`src/rtl/fc_dec_pkg.sv`:
```
// Shared definitions for the FC-layer spike decoder.
//   state_t      : decoder FSM states
//   *_DEF        : default geometry (classes, timesteps, counter and membrane widths)
//   ID_W         : width of the class_id result
package fc_dec_pkg;

    localparam int unsigned N_CLASS_DEF = 10;
    localparam int unsigned T_STEPS_DEF = 8;
    localparam int unsigned CNT_W_DEF   = 4;
    localparam int unsigned V_W_DEF     = 16;
    localparam int unsigned ID_W        = 4;

    typedef enum logic [1:0] {
        IDLE  = 2'd0,
        ACCUM = 2'd1,
        SCAN  = 2'd2
    } state_t;

endpackage

```
`src/rtl/fc_spike_decoder_if.sv`:
```
// Spike/membrane stream from the FC activation stage into the decoder.
//   s_valid : beat valid (master)
//   s_ready : decoder accepts beats (slave)
//   s_in    : one spike bit per class
//   v_in    : packed membranes, class i at [V_W*(i+1)-1 : V_W*i]
interface fc_spike_decoder_if #(
    parameter int unsigned N_CLASS = fc_dec_pkg::N_CLASS_DEF,
    parameter int unsigned V_W     = fc_dec_pkg::V_W_DEF
);
    logic                   s_valid;
    logic                   s_ready;
    logic [N_CLASS-1:0]     s_in;
    logic [N_CLASS*V_W-1:0] v_in;

    modport master (output s_valid, output s_in, output v_in, input s_ready);
    modport slave  (input s_valid, input s_in, input v_in, output s_ready);
endinterface

```
`src/rtl/spike_cnt_sat.sv`:
```
// One saturating spike counter.
//   clk, rst   : clock, async active-high reset
//   clr        : synchronous clear (wins over inc)
//   inc        : add one unless already at the maximum
//   cnt        : registered count
//   cnt_next_c : value cnt takes on the next edge
module spike_cnt_sat #(
    parameter int unsigned CNT_W = fc_dec_pkg::CNT_W_DEF
) (
    input  logic             clk,
    input  logic             rst,
    input  logic             clr,
    input  logic             inc,
    output logic [CNT_W-1:0] cnt,
    output logic [CNT_W-1:0] cnt_next_c
);
    localparam logic [CNT_W-1:0] CNT_MAX = '1;

    // Next value: clear, saturating increment, or hold.
    always_comb begin
        cnt_next_c = cnt;
        if (clr) begin
            cnt_next_c = '0;
        end else if (inc && (cnt != CNT_MAX)) begin
            cnt_next_c = cnt + CNT_W'(1);
        end
    end

    always_ff @(posedge clk or posedge rst) begin
        if (rst) begin
            cnt <= '0;
        end else begin
            cnt <= cnt_next_c;
        end
    end
endmodule

```
`src/rtl/fc_spike_decoder.sv`:
```
// Spike-count classifier for the fully-connected spiking output layer.
// Counts spikes per class over T_STEPS beats, then scans the classes one per
// cycle to pick the winner (highest count, then highest final membrane,
// then lowest index).
//   clk, rst  : clock, async active-high reset
//   start     : begin a new image (aborts any image in flight)
//   spk       : spike/membrane stream (slave side)
//   busy      : image in progress (ACCUM or SCAN)
//   done      : one-cycle result strobe
//   class_id  : winning class, held until the next done
//   class_cnt : spike count of the winner
module fc_spike_decoder
    import fc_dec_pkg::*;
#(
    parameter int unsigned N_CLASS = N_CLASS_DEF,
    parameter int unsigned T_STEPS = T_STEPS_DEF,
    parameter int unsigned CNT_W   = CNT_W_DEF,
    parameter int unsigned V_W     = V_W_DEF
) (
    input  logic              clk,
    input  logic              rst,
    input  logic              start,
    fc_spike_decoder_if.slave spk,
    output logic              busy,
    output logic              done,
    output logic [ID_W-1:0]   class_id,
    output logic [CNT_W-1:0]  class_cnt
);
    localparam int unsigned       STEP_W    = (T_STEPS > 1) ? $clog2(T_STEPS) : 1;
    localparam logic [STEP_W-1:0] STEP_LAST = STEP_W'(T_STEPS - 1);
    localparam logic [ID_W-1:0]   IDX_LAST  = ID_W'(N_CLASS - 1);

    state_t                 state, state_d;
    logic [STEP_W-1:0]      step, step_d;
    logic [ID_W-1:0]        idx, idx_d;
    logic [ID_W-1:0]        best_idx, best_idx_d;
    logic [CNT_W-1:0]       best_cnt, best_cnt_d;
    logic signed [V_W-1:0]  best_v, best_v_d;
    logic signed [V_W-1:0]  v_last [N_CLASS];
    logic signed [V_W-1:0]  v_last_d [N_CLASS];
    logic signed [V_W-1:0]  v_in_arr [N_CLASS];
    logic [CNT_W-1:0]       cnt [N_CLASS];
    logic [CNT_W-1:0]       cnt_next [N_CLASS];
    logic [ID_W-1:0]        class_id_d;
    logic [CNT_W-1:0]       class_cnt_d;
    logic                   ready, ready_d, busy_d, done_d;
    logic                   beat_c;
    logic [N_CLASS-1:0]     inc_c;
    logic [CNT_W-1:0]       cand_cnt;
    logic signed [V_W-1:0]  cand_v;
    logic                   cand_wins;

    assign spk.s_ready = ready;

    // A beat counts only in ACCUM and never in a start cycle.
    assign beat_c = (state == ACCUM) && spk.s_valid && !start;
    assign inc_c  = {N_CLASS{beat_c}} & spk.s_in;

    for (genvar g = 0; g < N_CLASS; g++) begin : g_cnt
        spike_cnt_sat #(.CNT_W(CNT_W)) u_cnt (
            .clk        (clk),
            .rst        (rst),
            .clr        (start),
            .inc        (inc_c[g]),
            .cnt        (cnt[g]),
            .cnt_next_c (cnt_next[g])
        );
    end

    // Unpack the membrane bus into per-class signed values.
    always_comb begin
        for (int i = 0; i < N_CLASS; i++) begin
            v_in_arr[i] = spk.v_in[i*V_W +: V_W];
        end
    end

    // Scan comparator: strict greater keeps the lower index on a full tie.
    assign cand_cnt  = cnt[idx];
    assign cand_v    = v_last[idx];
    assign cand_wins = (cand_cnt > best_cnt) ||
                       ((cand_cnt == best_cnt) && (cand_v > best_v));

    // Next-state and datapath next values.
    always_comb begin
        state_d     = state;
        step_d      = step;
        idx_d       = idx;
        best_idx_d  = best_idx;
        best_cnt_d  = best_cnt;
        best_v_d    = best_v;
        v_last_d    = v_last;
        class_id_d  = class_id;
        class_cnt_d = class_cnt;
        done_d      = 1'b0;

        if (start) begin
            state_d = ACCUM;
            step_d  = '0;
            idx_d   = '0;
        end else begin
            case (state)
                IDLE: begin
                end
                ACCUM: begin
                    if (spk.s_valid) begin
                        if (step == STEP_LAST) begin
                            // Class 0 seeds the scan, using its count including this beat.
                            state_d    = SCAN;
                            step_d     = '0;
                            idx_d      = ID_W'(1);
                            best_idx_d = '0;
                            best_cnt_d = cnt_next[0];
                            best_v_d   = v_in_arr[0];
                            v_last_d   = v_in_arr;
                        end else begin
                            step_d = step + STEP_W'(1);
                        end
                    end
                end
                SCAN: begin
                    if (cand_wins) begin
                        best_idx_d = idx;
                        best_cnt_d = cand_cnt;
                        best_v_d   = cand_v;
                    end
                    if (idx == IDX_LAST) begin
                        state_d     = IDLE;
                        idx_d       = '0;
                        done_d      = 1'b1;
                        class_id_d  = best_idx_d;
                        class_cnt_d = best_cnt_d;
                    end else begin
                        idx_d = idx + ID_W'(1);
                    end
                end
                default: state_d = IDLE;
            endcase
        end

        ready_d = (state_d == ACCUM);
        busy_d  = (state_d != IDLE);
    end

    always_ff @(posedge clk or posedge rst) begin
        if (rst) begin
            state     <= IDLE;
            step      <= '0;
            idx       <= '0;
            best_idx  <= '0;
            best_cnt  <= '0;
            best_v    <= '0;
            v_last    <= '{default: '0};
            class_id  <= '0;
            class_cnt <= '0;
            ready     <= 1'b0;
            busy      <= 1'b0;
            done      <= 1'b0;
        end else begin
            state     <= state_d;
            step      <= step_d;
            idx       <= idx_d;
            best_idx  <= best_idx_d;
            best_cnt  <= best_cnt_d;
            best_v    <= best_v_d;
            v_last    <= v_last_d;
            class_id  <= class_id_d;
            class_cnt <= class_cnt_d;
            ready     <= ready_d;
            busy      <= busy_d;
            done      <= done_d;
        end
    end
endmodule

```
`src/flat_wrapper.sv`:
```
// flat-port wrapper written by rule: the top's interface ports become plain ports
module fc_spike_decoder_flat import fc_dec_pkg::*;
#(
    parameter int unsigned N_CLASS = N_CLASS_DEF,
    parameter int unsigned T_STEPS = T_STEPS_DEF,
    parameter int unsigned CNT_W   = CNT_W_DEF,
    parameter int unsigned V_W     = V_W_DEF
)
  (clk, rst, start, busy, done, class_id, class_cnt, spk_s_valid, spk_s_in, spk_v_in, spk_s_ready);
  fc_spike_decoder_if #(.N_CLASS(N_CLASS), .V_W(V_W)) spk_i ();
  input  logic clk;
  input  logic rst;
  input  logic start;
  output logic busy;
  output logic done;
  output logic [ID_W-1:0] class_id;
  output logic [CNT_W-1:0] class_cnt;
  input wire logic [$bits(spk_i.s_valid)-1:0] spk_s_valid;
  input wire logic [$bits(spk_i.s_in)-1:0] spk_s_in;
  input wire logic [$bits(spk_i.v_in)-1:0] spk_v_in;
  output wire logic [$bits(spk_i.s_ready)-1:0] spk_s_ready;
  assign spk_i.s_valid = spk_s_valid;
  assign spk_i.s_in = spk_s_in;
  assign spk_i.v_in = spk_v_in;
  assign spk_s_ready = spk_i.s_ready;
  fc_spike_decoder #(.N_CLASS(N_CLASS), .T_STEPS(T_STEPS), .CNT_W(CNT_W), .V_W(V_W)) u_core (.clk(clk), .rst(rst), .start(start), .spk(spk_i), .busy(busy), .done(done), .class_id(class_id), .class_cnt(class_cnt));
endmodule
```
`config.mk`:
```
export PLATFORM = sky130hd
export DESIGN_NAME = fc_spike_decoder_flat
export DESIGN_NICKNAME = d
export VERILOG_FILES = /design/src/rtl/fc_dec_pkg.sv /design/src/rtl/fc_spike_decoder_if.sv /design/src/rtl/spike_cnt_sat.sv /design/src/rtl/fc_spike_decoder.sv /design/src/flat_wrapper.sv
export SDC_FILE = /design/constraint.sdc
export NUM_CORES = 1
export LEC_CHECK = 0
export ABC_CLOCK_PERIOD_IN_PS = 9700
export CORE_UTILIZATION = 50
export CTS_BUF_LIST = sky130_fd_sc_hd__clkbuf_16
export CTS_CLUSTER_SIZE = 12
export DETAILED_ROUTE_END_ITERATION = 10
export GPL_TIMING_DRIVEN = 0
export PLACE_DENSITY = 0.84
export SYNTH_ARGS = -nofsm -noshare
export SYNTH_HDL_FRONTEND = slang
export SYNTH_SLANG_ARGS = --single-unit
```
`constraint.sdc`:
```
create_clock -name clk -period 9.7 [get_ports clk]
set_input_delay 1.94 -clock clk [delete_from_list [all_inputs] [get_ports clk]]
set_output_delay 1.94 -clock clk [all_outputs]
set_load 0.01 [all_outputs]
```
# Word-level counts from Yosys, hierarchy flattened
# Cells that the tools add are included.
[word_totals]
regBits = 244
latchBits = 0
mem_bits_rw = 0
rom_bits = 0
input_bits = 174
n_memories = 0
[op_classes]
addsub = 12
mul = 0
div_mod_pow = 0
n_lt_le_gt_ge = 3
eq_ne = 21
n_shift = 0
mux = 55
bitwise_logic = 3
n_reduce_logical = 36
[op_table]
columns = ["operator", "n"]
rows = [
  ["$mux 4", 32],
  ["$mux 16", 5],
  ["$bmux 16 s4", 1],
  ["$add 4x1->4 const B", 11],
  ["$ne 4x4->1 const B", 10],
  ["$pmux 16 s2", 1],
  ["$reduce_bool 2->1", 13],
  ["$pmux 4 s2", 3],
  ["$bmux 4 s4", 1],
  ["$gt 16x16->1", 1],
  ["$logic_and 1x1->1", 13],
  ["$mux 3", 4],
  ["$and 10x10->10", 1],
  ["$mux 2", 4],
  ["$reduce_and 4->1", 2],
  ["$ne 3x3->1 const B", 2],
  ["$pmux 2 s3", 1],
  ["$reduce_and 3->1", 2],
  ["$ge 5x5->1 const B", 1],
  ["$not 4->5", 1],
  ["$reduce_and 5->1", 1],
  ["$eq 2x1->1 const B", 2],
  ["$eq 4x4->1", 1],
  ["$eq 4x4->1 const B", 1],
  ["other kinds (13)", 16],
]

# Depth between registers and ports, before layout
[logic_depth]
depth_word = 10
mapped_depth = 16

# Modules after synthesis
# From an unflattened synthesis, not the netlist that was laid out.
[hier_totals]
cells_unflattened = 972
area_unflattened_um2 = 12390.6
[by_module_without_submodules]
columns = ["module", "instances", "cells_each", "area_per_inst_um2", "seq_area_each_um2"]
rows = [
  ["fc_spike_decoder", 1, 762, 10063.4, 5104.9],
  ["spike_cnt_sat", 10, 21, 232.7, 100.1],
]

# Worst setup path before layout
# Ideal clock, no wire load.
[synth_timing]
path_kind = "register to register"
start = "register u_core.idx[0]"
end = "register u_core.best_cnt[0]"
arrival_ps = 3558
t_required_ps = 9574
slack_ps = 6016
path_stages_with_launch = 15
path_buffers = 3
period_less_slack_ps = 3684
path_cell_list = "dfrtp_1 -> buf_4 -> buf_2 -> mux4_2 -> mux2i_1 -> o22ai_1 -> ha_1 -> a41o_1 -> a21oi_1 -> o31a_1 -> a31oi_1 -> o31ai_4 -> a21oi_2 -> buf_6 -> a221o_1"
[synth_via]
elab_chain_len = 9
elab_cells_between_ends = 14
cone_classes = "order compare: 2; eq/ne: 1; mux: 8; bitwise: 1; reduce/logical: 2"
[synth_lines]
columns = ["element", "line_no", "rtl"]
rows = [
  ["start, declared", "fc_spike_decoder.sv:35", "logic [ID_W-1:0] idx, idx_d;"],
  ["start signal, assigned", "fc_spike_decoder.sv:161", "idx <= idx_d;"],
  ["$not 4->5 (not written as such) (*)", "fc_spike_decoder.sv:78, fc_spike_decoder.sv:79", ""],
  ["$bmux 16 s4 or $bmux 4 s4 (tied branches)", "fc_spike_decoder.sv:79, fc_spike_decoder.sv:78", ""],
  ["$mux 16 (not written as such) or $mux 4 (tied branches) (2 in a row)", "fc_spike_decoder.sv:79, fc_spike_decoder.sv:78", ""],
  ["$gt 16x16->1 or $eq 4x4->1 (tied branches)", "fc_spike_decoder.sv:81", "((cand_cnt == best_cnt) && (cand_v > best_v));"],
  ["$logic_and 1x1->1", "fc_spike_decoder.sv:81", ""],
  ["$logic_or 1x1->1", "fc_spike_decoder.sv:80", "assign cand_wins = (cand_cnt > best_cnt) ||"],
  ["$mux 4 (*)", "fc_spike_decoder.sv:121", "if (cand_wins) begin"],
  ["$pmux 4 s2 (*)", "fc_spike_decoder.sv:101", "case (state)"],
  ["end signal, assigned", "fc_spike_decoder.sv:163", "best_cnt <= best_cnt_d;"],
  ["end, declared", "fc_spike_decoder.sv:37", "logic [CNT_W-1:0] best_cnt, best_cnt_d;"],
]
# Mark *: on every way between the ends. The rest lies on a longest branch, timed or not. The select of a mux whose other input is x is not followed.
# A chain may end at the register's enable or synchronous reset.

# Worst setup path in the final report
[layout_timing]
start = "register u_core.idx[1]"
end = "register u_core.best_cnt[0]"
# Same word-level chain as after synthesis.

==> metrics.md <==
| Metric | Value |
|---|---|
| Status | finished clean |
| Number of global-route vias before repair | between 10000 and 15000 |
| Syn Nets | 1457 |
| IO Port Bufs | around 180 |
| Part of the power in combinational logic | 0.068 |
| EDFF count, synth | 0 |
| Die width | about 160 um |
| Final Cell Area | about 15000 um2 |
| P_leak | about 7.4 nW |
| Total negative setup slack | 0 ns |
| Relative slew slack | 0.433 |
| Synth Instances | roughly 1200 |
| YS warnings | 0 |
| Clock slew at reported path FFs | roughly 0.060 ns |
| CTS Sinks | 244 |
| Tot GR Track Use | 0.282 |
| Seq cells post-synth | 244 |
| Hold depth | 2 |
| Clock H-tree levels | 1 |
| Core region area | ~24000 um2 |
| Top FF cell, synth | dfrtp_1 |
| Largest net degree at the start of global routing | 137 |
| Ys async rst share | 1.00 |
| Power density over the cells | about 140 nW/um2 |
| Placed Cells | 1752 |
| Via count | 10100 |
| Total grt overflow | 0 |
| Layout cells sized above 1 | 0.0625 |
| Root Buffer | clkbuf_16 |
| Switching Share | 0.226 |
| Number of max-cap violations | 0 |
| Worst-Margin Slew | roughly 0.85 ns |
| Fmax | between 0.2 and 0.25 GHz |
| GPL Wtd Cong | just over 0.9 |
| FP Rows | 56 |
| Final ANT Viol Nets | 0 |
| First-pass GRT wire length | roughly 53 mm |
| Worst setup SP type | register |
| Final Hold Fails | 0 |
| Fin crit share | 0.485 |
| Initial antenna violation count | 1 |
| Worst Reg2Reg Path Length in Cells | 14 |
| Min Hold Slack | 0.472 ns |
| Worst EP arrival | 5.11 ns |
| Synth area leader | dfrtp_1 |
| Crit end category | register |
| Area grow syn2layout | 24.8% |
| Power share of the clock group | 0.428 |
| Initial core utilization | 0.511 |
| Critical path required time | ~10 ns |
| Mean routed wirelength per cell | around 19 um |
| Num ports | 185 |
| Synth cell types | 45 |
| DR iter-0 viols | slightly below 900 |
| Cell Area, Synth | 12000 um2 |
| Seq/Total Area, Yosys | 0.508 |
| Worst-path fanout max | 10 |
| Hold Path Class | register to register |
| Max VDD drop | about 0.11 mV |
| Die Ht | roughly 160 um |
| Final Max Slew Viols | 0 |
| Number of setup violations in the final report | 0 |
| PostCTS Resize Cnt | 0 |
| Layout Cells excl Fill | about 1800 |
| Sw Pwr | between 0.4 and 0.5 mW |
| Final #Nets | 1669 |
| Placed cell area | 14300 um2 |
| Hpwl dp | approximately 25 mm |
| Routed wire length | around 34 mm |
| Mean post-synth cell area | roughly 9.6 um2 |
| Most common cell after layout, fill and taps aside | nand2_1 |
| Area of the multi-input gates | 5530 um2 |
| Internal | roughly 1.6 mW |
| Cts hold-fix bufs | 0 |
| FILL cells | 1807 |
| RSZ-0062 raised after global routing | false |
| Worst setup path class | register to register |
| Residual DRC | 0 |
| Largest cells by area after synthesis | dfrtp_1, nand2_1, mux4_2, mux2i_1, ha_1 |
| Power share of the sequential group | 0.504 |
| CTS Buf Count | 26 |
| Clock Latency Late Sink | 0.54 ns |
| TritonCTS clock tree | done |
| Setup skew after layout | 0.0230 ns |
| Synth top area share | 0.508 |
| Commonest non-fill, non-tap cells in the layout | nand2_1, dfrtp_1, clkdlybuf4s50_1 |
| Minimum clock period | ~4.7 ns |
| Clk buf depth | 3 |
| Vias per cell | between 5 and 6 |
| Setup bufs post-CTS | 0 |
| Sequential cell area | between 6000 and 7000 um2 |
| Die ar. | about 25000 um2 |
| Initial DRT Pass Iterations | 5 |
-- power by group through the flow --
stage          Clock (mW)  Combinational (mW)  Sequential, mW
2_1_floorplan           0              0.0452            1.05
3_3_place_gp            0               0.134            1.05
3_5_place_dp            0               0.138            1.05
4_1_cts             0.880               0.139            1.03
5_1_grt             0.922               0.149            1.03
6_report            0.874               0.138            1.03
-- per-stage QoR --
step	worst slack (ns)	power (mW)	utilization
after detailed placement	5.03	1.19	0.607
final	4.99	2.04	0.637
after floorplan	1.06	1.09	-
after global placement	-1.82	1.18	0.605
after CTS	5.09	2.05	0.637
after global routing	4.88	2.10	0.637
-- layout make-up --
cell class / instances / share of cell area
multi-input cells: 911 / 0.368
inverters: 24 / 0.00650
well taps: 319 / 0.0266
repair buffers: 184 / 0.124
clock buffers: 26 / 0.0434
plain buffers: 70 / 0.0199
flip-flops and latches: 244 / 0.407
diodes: 1 / 0.000167
clock inverters: 14 / 0.00450
-- final timing paths --
check	from	end	slack [ns]
min	u_core.v_last[17]	u_core.v_last[17]	0.47
max	u_core.idx[1]	u_core.best_cnt[0]	4.99
max in group asynchronous	rst	u_core.class_cnt[3]	6.59
min in group asynchronous	rst	u_core.v_last[97]	1.97
min reg2reg	u_core.v_last[17]	u_core.v_last[17]	0.47
max reg2reg	u_core.idx[1]	u_core.best_cnt[0]	4.99
-- critical path: stages, from the launching register on --
cell and delay, ns:
dfrtp_1 0.36, buf_2 0.36, clkbuf_1 0.61, mux4_2 0.43
mux2i_1 0.34, o22ai_1 0.18, ha_1 0.34, a41o_1 0.22
a21oi_1 0.19, o31a_1 0.18, a31oi_1 0.16, o31ai_4 0.51
a21oi_2 0.20, buf_6 0.21, a221o_1 0.29
-- cells by family (layout without fill, tap and decap cells) --
family,count (synthesis),count (layout),synth area share
other,0,1,0
adder cells (fa/ha/maj),34,34,0.0354
flip-flops,244,244,0.508
buffers and inverters,94,318,0.0324
multiplexers,126,126,0.147
AO/OA/AOI/OAI,81,81,0.0448
XOR/XNOR,23,23,0.0168
AND/OR/NAND/NOR,647,647,0.216
-- state kept, by name, summed over array words and instances, names as in the netlist, 2 cells and up --
register	flops
u_core.best_idx	4
u_core.step	3
u_core.idx	4
u_core.v_last	160
u_core.class_id	4
u_core.g_cnt.u_cnt.cnt	40
u_core.best_cnt	4
u_core.best_v	16
u_core.class_cnt	4
u_core.state	2
-- Yosys cell counts (2+ instances only) --
master      n
or3_1       3
mux4_2     40
a22o_1      5
buf_1       2
xnor2_1     9
clkbuf_1   55
xor2_1     14
nand2b_1    5
o22ai_1    19
inv_1      24
o21a_1      2
buf_6       2
nor3_1     12
dfrtp_1   244
buf_2       8
a31oi_1    10
nor3b_1     8
ha_1       34
buf_4       3
nand4_1     6
nor2b_1     4
mux2i_1    85
nand2_1   511
nand3_1    39
nor2_1     51
or2_2       2
a21oi_1    10
o31a_1      2
o21ai_0    17
a21o_1      6
a221o_1     3
-- routing by layer --
layer  part of all wire  vias to the layer above  wire length [um]  track usage
met3              0.084                       82              2840       0.0548
met2               0.46                      475             15800        0.441
li1                   -                     4583                 -            -
met4              0.038                        2              1310        0.122
met5             0.0012                        -                40            0
met1               0.41                     4976             14100        0.387
No activity file was read; power rests on OpenSTA's default activity.
